File: src/rtl/ex_mem_pkg.sv
// Shared types for the EX/MEM pipeline register: ARM condition codes, NZVC flags, XZR.
package ex_mem_pkg;

    typedef enum logic [3:0] {
        COND_EQ = 4'd0,  COND_NE = 4'd1,  COND_HS = 4'd2,  COND_LO = 4'd3,
        COND_MI = 4'd4,  COND_PL = 4'd5,  COND_VS = 4'd6,  COND_VC = 4'd7,
        COND_HI = 4'd8,  COND_LS = 4'd9,  COND_GE = 4'd10, COND_LT = 4'd11,
        COND_GT = 4'd12, COND_LE = 4'd13, COND_AL = 4'd14, COND_NV = 4'd15
    } cond_e;

    typedef struct packed {
        logic n;
        logic z;
        logic v;
        logic c;
    } flags_t;

    localparam logic [4:0] XZR = 5'd31;

endpackage

File: src/rtl/ex_mem_if.sv
// EX/MEM stage bundle: EX-side instruction fields in, registered MEM fields, flags and forwarding out.
interface ex_mem_if;
    logic        stall;
    logic        flush;
    logic        ex_valid;
    logic        ex_RegWrite;
    logic        ex_MemRead;
    logic        ex_MemWrite;
    logic        ex_setFlags;
    logic [63:0] ex_result;
    logic [63:0] ex_storeData;
    logic [4:0]  ex_rd;
    logic [3:0]  ex_cond;
    logic        ex_isBcond;
    logic        negative;
    logic        zero;
    logic        overflow;
    logic        carry_out;
    logic        mem_valid;
    logic        mem_RegWrite;
    logic        mem_MemRead;
    logic        mem_MemWrite;
    logic [63:0] mem_result;
    logic [63:0] mem_storeData;
    logic [4:0]  mem_rd;
    logic [3:0]  flags_q;
    logic        br_taken;
    logic        fwd_en;
    logic [4:0]  fwd_rd;
    logic [63:0] fwd_data;

    modport master (
        output stall, flush, ex_valid, ex_RegWrite, ex_MemRead, ex_MemWrite, ex_setFlags,
               ex_result, ex_storeData, ex_rd, ex_cond, ex_isBcond,
               negative, zero, overflow, carry_out,
        input  mem_valid, mem_RegWrite, mem_MemRead, mem_MemWrite, mem_result, mem_storeData,
               mem_rd, flags_q, br_taken, fwd_en, fwd_rd, fwd_data
    );

    modport slave (
        input  stall, flush, ex_valid, ex_RegWrite, ex_MemRead, ex_MemWrite, ex_setFlags,
               ex_result, ex_storeData, ex_rd, ex_cond, ex_isBcond,
               negative, zero, overflow, carry_out,
        output mem_valid, mem_RegWrite, mem_MemRead, mem_MemWrite, mem_result, mem_storeData,
               mem_rd, flags_q, br_taken, fwd_en, fwd_rd, fwd_data
    );
endinterface

File: src/rtl/ex_mem_stage_cond_check.sv
// Combinational ARM condition-code evaluation against an NZVC flag set.
module cond_check
    import ex_mem_pkg::*;
(
    input  cond_e  cond,
    input  flags_t flags,
    output logic   true
);

    always_comb begin
        true = 1'b1;
        case (cond)
            COND_EQ: true = flags.z;
            COND_NE: true = !flags.z;
            COND_HS: true = flags.c;
            COND_LO: true = !flags.c;
            COND_MI: true = flags.n;
            COND_PL: true = !flags.n;
            COND_VS: true = flags.v;
            COND_VC: true = !flags.v;
            COND_HI: true = flags.c & !flags.z;
            COND_LS: true = !flags.c | flags.z;
            COND_GE: true = (flags.n == flags.v);
            COND_LT: true = (flags.n != flags.v);
            COND_GT: true = !flags.z & (flags.n == flags.v);
            COND_LE: true = flags.z | (flags.n != flags.v);
            default: true = 1'b1;
        endcase
    end

endmodule

File: src/rtl/ex_mem_stage.sv
// EX/MEM pipeline register with NZVC flag register, B.cond resolution and MEM-side forwarding.
// Define FLAG_BYPASS_EN to let a flag-setting EX instruction feed its own flags to B.cond.
module ex_mem_stage
    import ex_mem_pkg::*;
(
    input  logic     clk,
    input  logic     reset,
    ex_mem_if.slave  bus
);

    logic        mem_valid;
    logic        mem_reg_write;
    logic        mem_mem_read;
    logic        mem_mem_write;
    logic [63:0] mem_result;
    logic [63:0] mem_store_data;
    logic [4:0]  mem_rd;
    flags_t      flags_q;
    flags_t      ex_flags;
    flags_t      flag_src;
    logic        cond_ok;

    assign ex_flags = {bus.negative, bus.zero, bus.overflow, bus.carry_out};

    // Flush only kills the control bits; data registers just hold since they are don't-care in a bubble.
    always_ff @(posedge clk or posedge reset) begin
        if (reset) begin
            mem_valid      <= 1'b0;
            mem_reg_write  <= 1'b0;
            mem_mem_read   <= 1'b0;
            mem_mem_write  <= 1'b0;
            mem_result     <= '0;
            mem_store_data <= '0;
            mem_rd         <= '0;
            flags_q        <= '0;
        end else if (bus.flush) begin
            mem_valid      <= 1'b0;
            mem_reg_write  <= 1'b0;
            mem_mem_read   <= 1'b0;
            mem_mem_write  <= 1'b0;
        end else if (!bus.stall) begin
            mem_valid      <= bus.ex_valid;
            mem_reg_write  <= bus.ex_valid & bus.ex_RegWrite & (bus.ex_rd != XZR);
            mem_mem_read   <= bus.ex_valid & bus.ex_MemRead;
            mem_mem_write  <= bus.ex_valid & bus.ex_MemWrite;
            mem_result     <= bus.ex_result;
            mem_store_data <= bus.ex_storeData;
            mem_rd         <= bus.ex_rd;
            if (bus.ex_valid & bus.ex_setFlags)
                flags_q <= ex_flags;
        end
    end

`ifdef FLAG_BYPASS_EN
    assign flag_src = (bus.ex_valid & bus.ex_setFlags) ? ex_flags : flags_q;
`else
    assign flag_src = flags_q;
`endif

    cond_check u_cond_check (
        .cond  (cond_e'(bus.ex_cond)),
        .flags (flag_src),
        .true  (cond_ok)
    );

    assign bus.br_taken      = bus.ex_valid & bus.ex_isBcond & cond_ok;
    assign bus.mem_valid     = mem_valid;
    assign bus.mem_RegWrite  = mem_reg_write;
    assign bus.mem_MemRead   = mem_mem_read;
    assign bus.mem_MemWrite  = mem_mem_write;
    assign bus.mem_result    = mem_result;
    assign bus.mem_storeData = mem_store_data;
    assign bus.mem_rd        = mem_rd;
    assign bus.flags_q       = flags_q;
    assign bus.fwd_en        = mem_valid & mem_reg_write;
    assign bus.fwd_rd        = mem_rd;
    assign bus.fwd_data      = mem_result;

endmodule

File: src/flat_wrapper.sv
// flat-port wrapper written by rule: the top's interface ports become plain ports
module ex_mem_stage_flat import ex_mem_pkg::*;
  (clk, reset, bus_stall, bus_flush, bus_ex_valid, bus_ex_RegWrite, bus_ex_MemRead, bus_ex_MemWrite, bus_ex_setFlags, bus_ex_result, bus_ex_storeData, bus_ex_rd, bus_ex_cond, bus_ex_isBcond, bus_negative, bus_zero, bus_overflow, bus_carry_out, bus_mem_valid, bus_mem_RegWrite, bus_mem_MemRead, bus_mem_MemWrite, bus_mem_result, bus_mem_storeData, bus_mem_rd, bus_flags_q, bus_br_taken, bus_fwd_en, bus_fwd_rd, bus_fwd_data);
  ex_mem_if bus_i ();
  input  logic clk;
  input  logic reset;
  input wire logic [$bits(bus_i.stall)-1:0] bus_stall;
  input wire logic [$bits(bus_i.flush)-1:0] bus_flush;
  input wire logic [$bits(bus_i.ex_valid)-1:0] bus_ex_valid;
  input wire logic [$bits(bus_i.ex_RegWrite)-1:0] bus_ex_RegWrite;
  input wire logic [$bits(bus_i.ex_MemRead)-1:0] bus_ex_MemRead;
  input wire logic [$bits(bus_i.ex_MemWrite)-1:0] bus_ex_MemWrite;
  input wire logic [$bits(bus_i.ex_setFlags)-1:0] bus_ex_setFlags;
  input wire logic [$bits(bus_i.ex_result)-1:0] bus_ex_result;
  input wire logic [$bits(bus_i.ex_storeData)-1:0] bus_ex_storeData;
  input wire logic [$bits(bus_i.ex_rd)-1:0] bus_ex_rd;
  input wire logic [$bits(bus_i.ex_cond)-1:0] bus_ex_cond;
  input wire logic [$bits(bus_i.ex_isBcond)-1:0] bus_ex_isBcond;
  input wire logic [$bits(bus_i.negative)-1:0] bus_negative;
  input wire logic [$bits(bus_i.zero)-1:0] bus_zero;
  input wire logic [$bits(bus_i.overflow)-1:0] bus_overflow;
  input wire logic [$bits(bus_i.carry_out)-1:0] bus_carry_out;
  output wire logic [$bits(bus_i.mem_valid)-1:0] bus_mem_valid;
  output wire logic [$bits(bus_i.mem_RegWrite)-1:0] bus_mem_RegWrite;
  output wire logic [$bits(bus_i.mem_MemRead)-1:0] bus_mem_MemRead;
  output wire logic [$bits(bus_i.mem_MemWrite)-1:0] bus_mem_MemWrite;
  output wire logic [$bits(bus_i.mem_result)-1:0] bus_mem_result;
  output wire logic [$bits(bus_i.mem_storeData)-1:0] bus_mem_storeData;
  output wire logic [$bits(bus_i.mem_rd)-1:0] bus_mem_rd;
  output wire logic [$bits(bus_i.flags_q)-1:0] bus_flags_q;
  output wire logic [$bits(bus_i.br_taken)-1:0] bus_br_taken;
  output wire logic [$bits(bus_i.fwd_en)-1:0] bus_fwd_en;
  output wire logic [$bits(bus_i.fwd_rd)-1:0] bus_fwd_rd;
  output wire logic [$bits(bus_i.fwd_data)-1:0] bus_fwd_data;
  assign bus_i.stall = bus_stall;
  assign bus_i.flush = bus_flush;
  assign bus_i.ex_valid = bus_ex_valid;
  assign bus_i.ex_RegWrite = bus_ex_RegWrite;
  assign bus_i.ex_MemRead = bus_ex_MemRead;
  assign bus_i.ex_MemWrite = bus_ex_MemWrite;
  assign bus_i.ex_setFlags = bus_ex_setFlags;
  assign bus_i.ex_result = bus_ex_result;
  assign bus_i.ex_storeData = bus_ex_storeData;
  assign bus_i.ex_rd = bus_ex_rd;
  assign bus_i.ex_cond = bus_ex_cond;
  assign bus_i.ex_isBcond = bus_ex_isBcond;
  assign bus_i.negative = bus_negative;
  assign bus_i.zero = bus_zero;
  assign bus_i.overflow = bus_overflow;
  assign bus_i.carry_out = bus_carry_out;
  assign bus_mem_valid = bus_i.mem_valid;
  assign bus_mem_RegWrite = bus_i.mem_RegWrite;
  assign bus_mem_MemRead = bus_i.mem_MemRead;
  assign bus_mem_MemWrite = bus_i.mem_MemWrite;
  assign bus_mem_result = bus_i.mem_result;
  assign bus_mem_storeData = bus_i.mem_storeData;
  assign bus_mem_rd = bus_i.mem_rd;
  assign bus_flags_q = bus_i.flags_q;
  assign bus_br_taken = bus_i.br_taken;
  assign bus_fwd_en = bus_i.fwd_en;
  assign bus_fwd_rd = bus_i.fwd_rd;
  assign bus_fwd_data = bus_i.fwd_data;
  ex_mem_stage u_core (.clk(clk), .reset(reset), .bus(bus_i));
endmodule
File: config.mk
export PLATFORM = sky130hd
export DESIGN_NAME = ex_mem_stage_flat
export DESIGN_NICKNAME = d
export VERILOG_FILES = /design/src/rtl/ex_mem_pkg.sv /design/src/rtl/ex_mem_if.sv /design/src/rtl/ex_mem_stage_cond_check.sv /design/src/rtl/ex_mem_stage.sv /design/src/flat_wrapper.sv
export SDC_FILE = /design/constraint.sdc
export NUM_CORES = 1
export LEC_CHECK = 0
export ABC_AREA = 1
export BUFFER_PORTS_ARGS = -buffer_cell sky130_fd_sc_hd__buf_2
export CORE_AREA = 2 2 143 145
export CTS_CLUSTER_SIZE = 20
export DETAILED_ROUTE_END_ITERATION = 7
export DIE_AREA = 0 0 145 147
export GPL_ROUTABILITY_DRIVEN = 0
export GPL_TIMING_DRIVEN = 0
export HOLD_SLACK_MARGIN = 0.15
export PLACE_DENSITY_LB_ADDON = 0.3
export SLEW_MARGIN = 10
export SYNTH_ARGS = -nofsm -noshare
export SYNTH_HDL_FRONTEND = slang
export SYNTH_SLANG_ARGS = --single-unit
File: constraint.sdc
create_clock -name clk -period 9.9 [get_ports clk]
set_clock_uncertainty 0.05 [all_clocks]
set_input_delay 0.495 -clock clk [delete_from_list [all_inputs] [get_ports clk]]
set_output_delay 0.495 -clock clk [all_outputs]
set_load 0.02 [all_outputs]
==> results of run 1 <==
## sequential cells by signal, indices dropped and copies added (netlist names)
| signal | cells |
|---|---|
| u_core.bus.flags_q | 4 |
| u_core.bus.fwd_data | 64 |
| u_core.bus.fwd_rd | 5 |
| u_core.bus.mem_MemRead | 1 |
| u_core.bus.mem_MemWrite | 1 |
| u_core.bus.mem_RegWrite | 1 |
| u_core.bus.mem_storeData | 64 |
| u_core.bus.mem_valid | 1 |
## stage by stage
stage	power, mW	util	std cells	setup WS, ns	area (um2)
6_report	1.85	0.447	1381	7.69	8860
5_1_grt	1.95	0.447	1380	7.57	8860
4_1_cts	1.88	0.447	1380	7.66	8860
3_5_place_dp	1.17	0.413	1347	7.93	8200
3_3_place_gp	1.16	0.412	1346	3.64	8170
2_1_floorplan	0.984	-	715	5.57	6020
## cells in the mapped netlist
library cell / instances
nand2_1: 424
a32o_1: 2
inv_1: 13
inv_2: 1
nor2_1: 12
nand3_1: 15
nor2_4: 1
a21oi_1: 5
nor3_1: 1
nand2_2: 1
buf_4: 70
o211ai_1: 1
buf_2: 21
clkbuf_1: 7
dfrtp_1: 141
## kinds of logic after synthesis
group | after synthesis | synth area share
AND/OR/NAND/NOR | 454 | 0.288
AO/OA/AOI/OAI | 8 | 0.00872
buffers and inverters | 112 | 0.118
flip-flops | 141 | 0.586
## path summary, 6_finish.rpt
check | start | endpoint | cells after the start
worst max-delay path | u_core.bus.flags_q[1]$_DFFE_PP0P_ | bus_br_taken | 9
worst min-delay path | bus_ex_storeData[59] | u_core.bus.mem_storeData[59]$_DFFE_PP0P_ | 3
max in group asynchronous | reset | u_core.bus.mem_storeData[2]$_DFFE_PP0P_ | 4
worst min register to register | u_core.bus.mem_storeData[2]$_DFFE_PP0P_ | u_core.bus.mem_storeData[2]$_DFFE_PP0P_ | 2
worst max register to register | u_core.bus.mem_MemWrite$_DFFE_PP0P_ | u_core.bus.mem_MemWrite$_DFFE_PP0P_ | 1
min in group asynchronous | reset | u_core.bus.fwd_data[7]$_DFFE_PP0P_ | 3
## metal layers
| metal | wire length, um | share of wire |
|---|---|---|
| met4 | 314 | 0.017 |
| met3 | 1580 | 0.086 |
| met5 | 0 | 0 |
| met2 | 9030 | 0.49 |
| met1 | 7480 | 0.41 |
## cell type report
| cell class | count | area, um2 | area share |
|---|---|---|---|
| flip-flops and latches | 141 | 3530 | 0.398 |
| repair buffers | 363 | 1840 | 0.208 |
| multi-input cells | 462 | 1790 | 0.202 |
| plain buffers | 98 | 657 | 0.0741 |
| clock buffers | 19 | 433 | 0.0488 |
| well taps | 270 | 338 | 0.0381 |
| clock inverters | 13 | 214 | 0.0241 |
| inverters | 14 | 60.1 | 0.00678 |
| diodes | 1 | 2.50 | 0.000282 |
## timing repair
action                                 4_1_cts  5_1_grt
buffers inserted                             0        0
endpoints found under the hold margin       63        0
hold buffers                                 1        0
setup endpoints to repair                    0        0
## where the power goes
group | total (mW) | switching [mW] | internal, mW
Clock | 0.702 | 0.253 | 0.449
Sequential | 0.699 | 0.0501 | 0.649
Combinational | 0.450 | 0.277 | 0.173
Total | 1.85 | 0.580 | 1.27
## critical path, cell delays in order (launching register included)
cell     delay [ns]
dfrtp_1        0.40
inv_1          0.11
nand2_1        0.09
nand3_1        0.10
nand2_1        0.08
nand2_1        0.04
nand3_1        0.07
nor2_1         0.04
nor2_1         0.12
buf_2          0.19
==> flow_summary_export.csv, run 1 <==
group,metric,value,unit
outcome,status,"completed",
cells_and_area,final_cell_mix,"424 x nand2_1, 382 x buf_2, 141 x dfrtp_1, 70 x buf_4, 17 x clkbuf_16",
worst_hold_path,hp-class,"input port to flip-flop",
clock_network,cts_resized,0,
global_routing,grt_pass1_vias,5520,
global_routing,grt_pass1_wl,29200,um
global_routing,busiest_layer,"met2",
drt,dr.first_iter.drc_count,258,
cells_and_area,area_growth,47.1,%
global_routing,globalRouteMet2Util,0.290,
logic_synthesis,yosys-top-cells-area,"dfrtp_1 59%, nand2_1 26%, buf_4 8.7%, buf_2 1.7%, nand3_1 1.2%",
drt,drc_errors,0,
worst_setup_path,crit_required,9.36,ns
logic_synthesis,yosysTopAreaCell,"dfrtp_1",
placed_design,dp_hpwl,14100,um
worst_setup_path,endpoint_kind,"output pin",
die,start_util,0.304,
cells_and_area,fill_cells,2004,
die,die-area,21300,um2
sta,slew_headroom,0.673,
logic_synthesis,ys_seq_area_frac,0.586,
clock_network,numClockSinks,141,
drt,antenna_left,0,
drt,wirelength,18400,um
sta,timing.fmax,0.453,GHz
clock_network,cts_tree,"built",
logic_synthesis,ys_types,15,
sta,setup_viol,0,
worst_setup_path,start_kind,"flip-flop",
logic_synthesis,synth_top_area_frac,0.586,
global_routing,antenna_found_initial,0,
global_routing,grt_overflow,0,
worst_setup_path,rrSetupSlack,9.08,ns
sta,whs,0.227,ns
sta,finalSetupTns,0,ns
drt,vias,5679,
logic_synthesis,synth_area,6020,um2
die,die_h,147,um
power,peakVddDrop,0.119,mV
logic_synthesis,ys_warn_count,0,
global_routing,track_usage,0.173,
placed_design,io_buffers,361,
drt,wl_per_cell,13.3,um
sta,hold_violations,0,
job,cap_viol_max_count,0,
sta,drv_slew,0,
worst_setup_path,crit_fanout,5,
drt,vias_per_cell,4.11,
cells_and_area,drive_gt1_frac,0.439,
power,leakage,5.39,nW
worst_setup_path,crit_type,"flip-flop to output pin",
logic_synthesis,synth_cells,715,
die,io_pins,363,
clock_network,clk_pin_slew,0.06,ns
logic_synthesis,ys_seq_elements,141,
logic_synthesis,synthesis.nets,866,
cells_and_area,layout.nets,1248,
sta,worstMarginPinSlew,0.491,ns
clock_network,cts_root_buf,"clkbuf_16",
clock_network,cts_buffer_depth,2,
global_routing,grt_max_degree,79,
power,pwr_density_cell,209,nW/um2
global_routing,met3_usage,0.0615,
worst_setup_path,arrival,1.66,ns
global_routing,grt_use_met1,0.210,
sta,rsz0062_at_grt,"no",
clock_network,cts-htree-levels,4,
die,rows,52,
die,core,19800,um2
clock_network,numCtsBuffers,17,
sta,min_period_over_period,0.223,
cells_and_area,layout_commonest_cell,"nand2_1",
drt,drtPass1Iterations,6,
logic_synthesis,avgSynthCellArea,8.43,um2
die,fp.dieW,145,um
sta,period_minus_slack,2.21,ns
clock_network,clock_latency,0.40,ns
Note: power is estimated with default switching activity, not from simulation.
==> run 2, diff against run 1 <==
ABC_AREA = 0   (was 1)
CORE_AREA = 2 2 141 143   (was 2 2 143 145)
DIE_AREA = 0 0 143 145   (was 0 0 145 147)
clock period = 2 ns   (was 9.9 ns; I/O delays follow)
==> flow_summary_export.csv, run 2 <==
group,metric,value,unit
outcome,status,"completed",
logic_synthesis,synthAdderAreaFrac,0,
worst_setup_path,rrSetupSlack,0.53,ns
drt,drtPass1Iterations,4,
cells_and_area,fill_cells,1614,
logic_synthesis,async_reset_ff_frac,1.00,
logic_synthesis,synth.area.mux_share,0.291,
sta,rsz0062_at_grt,"no",
clock_network,cts-htree-levels,4,
worst_setup_path,start_kind,"flip-flop",
worst_setup_path,endpoint_kind,"output pin",
cells_and_area,stdcell_count,1220,
global_routing,track_usage,0.168,
worst_hold_path,hp-class,"input port to flip-flop",
cells_and_area,multi_input_area,2080,um2
die,start_util,0.331,
clock_network,clock_latency,0.41,ns
job,cap_viol_max_count,0,
logic_synthesis,synth_ff_type,"dfrtp_1",
worst_setup_path,crit_type,"flip-flop to output pin",
cells_and_area,layout_commonest_cell,"buf_2",
logic_synthesis,yosysTopAreaCell,"dfrtp_1",
global_routing,grt_pass1_vias,5408,
drt,vias,5111,
logic_synthesis,yosys.area_share.simple,0.0222,
global_routing,grt_overflow,0,
die,core,19200,um2
power,pwr_density_cell,902,nW/um2
placed_design,placed_area,8570,um2
cells_and_area,fin_util,0.554,
logic_synthesis,synth_cells,409,
drt,dr.first_iter.drc_count,97,
cells_and_area,stdcell_area,10600,um2
logic_synthesis,avgSynthCellArea,15.5,um2
logic_synthesis,synth_common_cells,"141 x dfrtp_1, 74 x buf_4, 74 x mux2_4",
drt,wirelength,17700,um
global_routing,grt_pass1_wl,27500,um
clock_network,cts_resized,0,
logic_synthesis,yosys-top-cells-area,"dfrtp_1 56%, mux2_4 17%, mux2_2 11%, buf_4 8.7%, buf_12 2.2%",
sta,period_minus_slack,1.93,ns
cells_and_area,seq_area,3530,um2
logic_synthesis,synth_top_family_by_area,"multiplexers",
drt,vias_per_cell,4.19,
cells_and_area,final_cell_mix,"363 x buf_2, 151 x dlygate4sd3_1, 141 x dfrtp_1, 74 x mux2_4, 74 x buf_4",
clock_network,numCtsBuffers,17,
power,peakVddDrop,0.527,mV
placed_design,dp_cells,1037,
logic_synthesis,synthXorXnorAreaFrac,0.00413,
clock_network,cts_buffer_depth,2,
worst_setup_path,arrival,1.78,ns
placed_design,io_buffers,359,
die,io_pins,363,
cells_and_area,layout.nets,1093,
logic_synthesis,ys_seq_area_frac,0.555,
die,fp.dieW,143,um
die,die-area,20700,um2
logic_synthesis,ys_types,29,
cells_and_area,n_antenna_cell,0,
logic_synthesis,synthesis.nets,560,
logic_synthesis,synth_edf_count,0,
sta,hold_violations,0,
placed_design,dp_hpwl,12100,um
drt,antenna_left,0,
logic_synthesis,yosysMostFrequentCell,"dfrtp_1",
logic_synthesis,ys_seq_elements,141,
global_routing,grt_max_degree,38,
drt,drc_errors,0,
worst_setup_path,rr_endpoint,"u_core.bus.flags_q[1]$_DFFE_PP0P_",
drt,wl_per_cell,14.5,um
global_routing,antenna_found_initial,0,
sta,timing.fmax,0.518,GHz
worst_setup_path,reg2reg_from,"u_core.bus.flags_q[1]$_DFFE_PP0P_",
die,die_h,145,um
clock_network,cts_root_buf,"clkbuf_16",
worst_hold_path,hold_path_depth,4,
clock_network,cts_tree,"built",
sta,setup_viol,0,
logic_synthesis,synth_top_area_frac,0.555,
worst_setup_path,crit_required,1.85,ns
worst_setup_path,crit_fanout,5,
clock_network,numClockSinks,141,
worst_setup_path,reg2reg_depth,2,
worst_hold_path,min_to,"u_core.bus.flags_q[0]$_DFFE_PP0P_",
power,power,9.59,mW
power,leakage,5.37,nW
clock_network,clk_pin_slew,0.06,ns
sta,slew_headroom,0.698,
logic_synthesis,ys_warn_count,0,
sta,worstMarginPinSlew,0.452,ns
cells_and_area,area_growth,67.4,%
die,rows,51,
logic_synthesis,synth_area,6350,um2
logic_synthesis,synth_compound_area_frac,0.00984,
sta,min_period_over_period,0.965,
cells_and_area,drive_gt1_frac,0.649,
sta,drv_slew,0,
worst_hold_path,worstHoldStart,"bus_ex_setFlags",
## run 2: cell type report
| type | count | share of cell area |
|---|---|---|
| inverter | 3 | 0.00141 |
| buffer | 87 | 0.0691 |
| clock inverter | 15 | 0.0124 |
| timing repair buffer | 514 | 0.319 |
| clock buffer | 17 | 0.0400 |
| sequential | 141 | 0.332 |
| tap | 265 | 0.0312 |
| multi-input combinational | 178 | 0.196 |
## run 2: how the worst max path moves through the flow
| stage | start | end | slack, ns | cells after the start |
|---|---|---|---|---|
| floorplan | reset | u_core.bus.flags_q[0]$_DFFE_PP0P_ | 0.09 | 1 |
| global placement | reset | u_core.bus.mem_storeData[6]$_DFFE_PP0P_ | -0.91 | 2 |
| CTS | u_core.bus.flags_q[1]$_DFFE_PP0P_ | bus_br_taken | 0.05 | 5 |
| finish | u_core.bus.flags_q[1]$_DFFE_PP0P_ | bus_br_taken | 0.07 | 5 |
| detailed placement | u_core.bus.flags_q[1]$_DFFE_PP0P_ | bus_br_taken | 0.52 | 5 |
| global route | u_core.bus.flags_q[1]$_DFFE_PP0P_ | bus_br_taken | 0.003 | 5 |
## run 2: layer usage
metal | wire, um | track usage | part of all wire | up-vias
met5 | 0 | 0 | 0 | -
met4 | 279 | 0.0515 | 0.016 | 0
met3 | 1050 | 0.0488 | 0.059 | 23
met2 | 9260 | 0.299 | 0.52 | 200
met1 | 7100 | 0.193 | 0.40 | 2485
li1 | - | - | - | 2403
## run 2: cell families (layout without fill, tap and decap cells)
kind of cell	count (synthesis)	after routing
AO/OA/AOI/OAI	9	9
XOR/XNOR	3	3
buffers and inverters	90	636
flip-flops	141	141
multiplexers	140	140
AND/OR/NAND/NOR	26	26
## run 2: through the flow
| stage | TNS (ns) | worst slack, ns | hold WS [ns] |
|---|---|---|---|
| finish | 0 | 0.0693 | 0.177 |
| global route | 0 | 0.00345 | 0.186 |
| CTS | 0 | 0.0485 | 0.156 |
| detailed placement | 0 | 0.524 | 0.0872 |
| global placement | -126.78 | -0.911 | 0.281 |
| floorplan | 0 | 0.0869 | 0.113 |
## run 2: report_power, final
group	total, mW	internal (mW)	switching (mW)	leakage [nW]
logic	3.02	1.53	1.49	3.44
clock network	2.99	1.63	1.36	0.267
registers	3.58	3.27	0.307	1.66
total	9.59	6.43	3.16	5.37
## run 2: repair_timing
| action | 4_1_cts | 5_1_grt |
|---|---|---|
| hold endpoints to repair | 214 | 0 |
| buffers inserted | 0 | 0 |
| hold buffers | 151 | 0 |
## run 2: worst max-delay path: stages, from the launching register on
cell	delay [ns]
dfrtp_1	0.45
xor2_1	0.19
o2bb2ai_1	0.19
mux2i_1	0.11
o2bb2ai_1	0.21
buf_2	0.21
